`src/rtl/seq_add_n.sv`:
```
// seq_add_n: multi-cycle adder, one DIGIT slice per cycle LSB-first; `SEQ_ADD_OVF_EN adds signed overflow output ovf
module seq_add_n #(
  parameter int WIDTH = 16,
  parameter int DIGIT = 4
) (
  input  logic             clk,
  input  logic             rst_n,
  input  logic             start,
  input  logic [WIDTH-1:0] a,
  input  logic [WIDTH-1:0] b,
  input  logic             ci,
  output logic             busy,
  output logic             done,
  output logic [WIDTH-1:0] s,
  output logic             co
`ifdef SEQ_ADD_OVF_EN
  ,
  output logic             ovf
`endif
);
  localparam int N  = WIDTH / DIGIT;
  localparam int CW = N > 1 ? $clog2(N) : 1;
  typedef enum logic [1:0] {IDLE, RUN, DONE} state_t;
  state_t           state;
  logic [WIDTH-1:0] ra, rb, acc, s_nxt;
  logic             carry;
  logic [CW-1:0]    cnt;
  logic [DIGIT:0]   ss;
  int               idx;
  // current slice sum and the accumulator with that slice merged in
  always_comb begin
    idx   = int'(cnt) * DIGIT;
    ss    = {1'b0, ra[idx +: DIGIT]} + {1'b0, rb[idx +: DIGIT]} + (DIGIT+1)'(carry);
    s_nxt = acc;
    s_nxt[idx +: DIGIT] = ss[DIGIT-1:0];
  end
  // control FSM; partial sums live in acc so s only changes on completion
  always_ff @(posedge clk) begin
    if (!rst_n) begin
      state <= IDLE;
      busy  <= 1'b0;
      done  <= 1'b0;
      s     <= '0;
      co    <= 1'b0;
      ra    <= '0;
      rb    <= '0;
      acc   <= '0;
      carry <= 1'b0;
      cnt   <= '0;
`ifdef SEQ_ADD_OVF_EN
      ovf   <= 1'b0;
`endif
    end else begin
      case (state)
        IDLE, DONE: begin
          done  <= 1'b0;
          state <= start ? RUN : IDLE;
          busy  <= start;
          if (start) begin
            ra    <= a;
            rb    <= b;
            carry <= ci;
            cnt   <= '0;
          end
        end
        RUN: begin
          carry <= ss[DIGIT];
          acc   <= s_nxt;
          cnt   <= cnt + 1'b1;
          if (cnt == CW'(N-1)) begin
            s     <= s_nxt;
            co    <= ss[DIGIT];
`ifdef SEQ_ADD_OVF_EN
            ovf   <= ra[WIDTH-1] ^ rb[WIDTH-1] ^ s_nxt[WIDTH-1] ^ ss[DIGIT];
`endif
            state <= DONE;
            busy  <= 1'b0;
            done  <= 1'b1;
          end
        end
        default: state <= IDLE;
      endcase
    end
  end
endmodule

```
`config.mk`:
```
export PLATFORM = sky130hd
export DESIGN_NAME = seq_add_n
export DESIGN_NICKNAME = d
export VERILOG_FILES = /design/src/rtl/seq_add_n.sv
export SDC_FILE = /design/constraint.sdc
export NUM_CORES = 1
export LEC_CHECK = 0
export CAP_MARGIN = 10
export CELL_PAD_IN_SITES_DETAIL_PLACEMENT = 1
export CELL_PAD_IN_SITES_GLOBAL_PLACEMENT = 2
export CORE_MARGIN = 8
export CORE_UTILIZATION = 35
export CTS_BUF_LIST = sky130_fd_sc_hd__clkbuf_16
export CTS_CLUSTER_SIZE = 24
export DETAILED_ROUTE_END_ITERATION = 12
export MAX_ROUTING_LAYER = met4
export PLACE_DENSITY = 0.87
export SYNTH_ARGS = -nofsm -noshare
export SYNTH_HDL_FRONTEND = slang
export SYNTH_SLANG_ARGS = --single-unit
```
`constraint.sdc`:
```
create_clock -name clk -period 4.3 [get_ports clk]
set_input_delay 0.86 -clock clk [delete_from_list [all_inputs] [get_ports clk]]
set_output_delay 0.86 -clock clk [all_outputs]
set_load 0.01 [all_outputs]
```
==> metrics.cfg <==
[power]
leakage_nw=1.52
p_sw_mw=0.400
p_clk_share_pct=48.4
pwr-share-comb_pct=11.0
power_density_nw_per_um2=417
swShare_pct=23.0
seqPwrFrac_pct=40.6
ir_drop_mv=0.196
internal_power_mw=1.34

[final_layout]
final_cell_mix=nand2_1 (77), dfxtp_1 (72), clkdlybuf4s50_1 (53)
design_area_sq_um=4170
diodes=0
layout-drive-gt1-share_pct=8.61
final_nets=437
finalNonFillerCells=506
final_common_cell=nand2_1
syn_to_final_growth_pct=29.2

[place]
dpl_cell_area_sq_um=3820
place_hpwl_um=5870
dp_cells=489
gp_congestion=0.829
io_buffers=54
preCtsSetupSlack_ps=1410

[hold_path]
min_from=rb[3]
hold_depth=2
hold_path.class=reg -> reg
worstHoldEndpoint=rb[3]

[floorplanning]
rows=35
die-area_sq_um=12500
die_w_um=112
initial_core_util_pct=35.4
coreArea_sq_um=9110
die-height_um=112
io_pins=55

[sta]
worst_slew_pin_slew_ps=1090
finalCritPeriodShare_pct=67.4
setup_ws_ps=1400
rsz0062_at_grt=false
hold_viol=0
skew_ps=6.68
max_slew_margin_pct=27.6
setup_viol=0
finalMaxSlewViolations=0
setup_tns_ps=0
fmaxAchievable_mhz=345
hold_ws_ps=467
period_minus_slack_ps=2900

[synth]
synth_edf_count=0
synth-seq-cells=72
synth_fp_nets=393
ys_warn_count=0
synth_ff_type=dfxtp_1
postSynthAreaPerCell_sq_um=9.33
syn-cell-area_sq_um=3230
synthCells=346
postSynth.asyncResetShare_pct=0
yosysUniqueCellTypes=34
seq_area_frac_synth_pct=44.7

[global_route]
grt_overflow_total=0
grt_pass1_vias=2809
antenna_found_initial=0
grt_max_degree=77
grt_util_all_layers_pct=14.2
grt_first_pass_wirelength_um=14000

[critical_path]
r2r_end=acc[2]
path_class=reg -> reg
reg2reg_from=cnt[1]
reg2reg_depth=7
cp_max_fo=13
cp_data_arrival_time_ps=3160
startpoint_type=flip-flop
ff2ff_setup_slack_ps=1400
critPathCaptureType=flip-flop
required_ps=4560

[drt]
drcViolationCount=0
drt-initial-drc-count=112
routed_wl_um=8450
vias_per_cell=5.23
wire_per_inst_um=16.7
via_count=2648
dr.pass1.iters=4
ant_nets=0

[clocking]
clk_latency_ps=330
cts_tree=built
clkTransAtPathRegs_ps=60
cts_setup_buffers=0
cts.path.max_buffers=2
cts_sinks=72
cts.repair.resized=0
root_buffer=clkbuf_16
cts_buffers=9
h-tree-depth=3
postCtsHoldBufs=0

[status]
outcome=finished clean

[job]
max-cap-violations=0

==> state kept, by name (all words and copies together) (netlist names) <==
name	count
acc	16
ra	16
rb	16
s	16
cnt	2
state	2
busy	1
carry	1
co	1
done	1
==> synth_stat cells (3+ instances only) <==
cell type	instances	share of area (%)
nand2_1	77	9.0
dfxtp_1	72	45
a21boi_0	36	8.4
clkbuf_1	14	1.6
nor2b_1	13	2.5
a221oi_1	12	3.3
a32oi_1	12	3.3
nand3_1	12	1.9
nor2_1	12	1.4
nor3b_1	12	2.8
o21ai_0	10	1.6
ha_1	9	3.5
mux4_2	8	5.6
buf_2	6	0.93
a21oi_1	5	0.78
inv_1	5	0.58
a22oi_1	4	0.93
buf_1	4	0.47
and2_1	3	0.58
==> worst max path at each step <==
stage,depth (start not counted),slack [ps],start,to
5_1_grt,7,1210,cnt[1],acc[10]
6_report,7,1400,cnt[1],acc[2]
3_3_place_gp,4,1530,start,ra[2]
2_1_floorplan,8,1590,cnt[0],acc[14]
4_1_cts,7,1400,cnt[1],acc[2]
3_5_place_dp,7,1410,cnt[1],acc[2]
==> per-layer routing <==
| metal | global-route usage (%) | part of all wire, % | up-vias |
|---|---|---|---|
| met3 | 3.06 | 3.6 | 12 |
| met4 | 7.37 | 2.0 | 0 |
| met5 | - | 0 | - |
| met1 | 15.8 | 45 | 1278 |
| li1 | - | - | 1306 |
| met2 | 23.5 | 50 | 52 |
==> worst max-delay path: stages, from the launching register on <==
cell and delay, ps:
dfxtp_1 660, mux4_2 420, fa_1 440, fa_1 420, xor2_1 380, and2_1 260
a22oi_1 100, nor2b_1 150
==> power by group through the flow <==
| stage | clock network [mW] | logic, mW | registers (mW) |
|---|---|---|---|
| after floorplan | 0 | 0.121 | 0.716 |
| after global placement | 0 | 0.184 | 0.721 |
| after detailed placement | 0 | 0.188 | 0.722 |
| after CTS | 0.858 | 0.189 | 0.708 |
| after global routing | 0.884 | 0.209 | 0.710 |
| final | 0.842 | 0.191 | 0.707 |
==> logic make-up after synthesis <==
kind of cell	share of synthesized area, %
AND/OR/NAND/NOR	21.5
multiplexers	5.58
buffers and inverters	4.07
adder cells (fa/ha/maj)	4.73
XOR/XNOR	0.271
flip-flops	44.7
AO/OA/AOI/OAI	19.2
==> stage by stage <==
step / utilization (%) / total power, mW
2_1_floorplan: - / 0.836
3_3_place_gp: 41.9 / 0.905
3_5_place_dp: 41.9 / 0.910
4_1_cts: 45.6 / 1.76
5_1_grt: 45.8 / 1.80
6_report: 45.8 / 1.74
==> area by class of cell <==
class                   count  area (sq um)
repair buffers             58           573
multi-input cells         243          1660
fillers                  1049          4940
clock buffers               9           225
flip-flops and latches     72          1440
clock inverters             7           111
inverters                   6          22.5
well taps                 111           139
No activity file was read; power rests on OpenSTA's default activity.
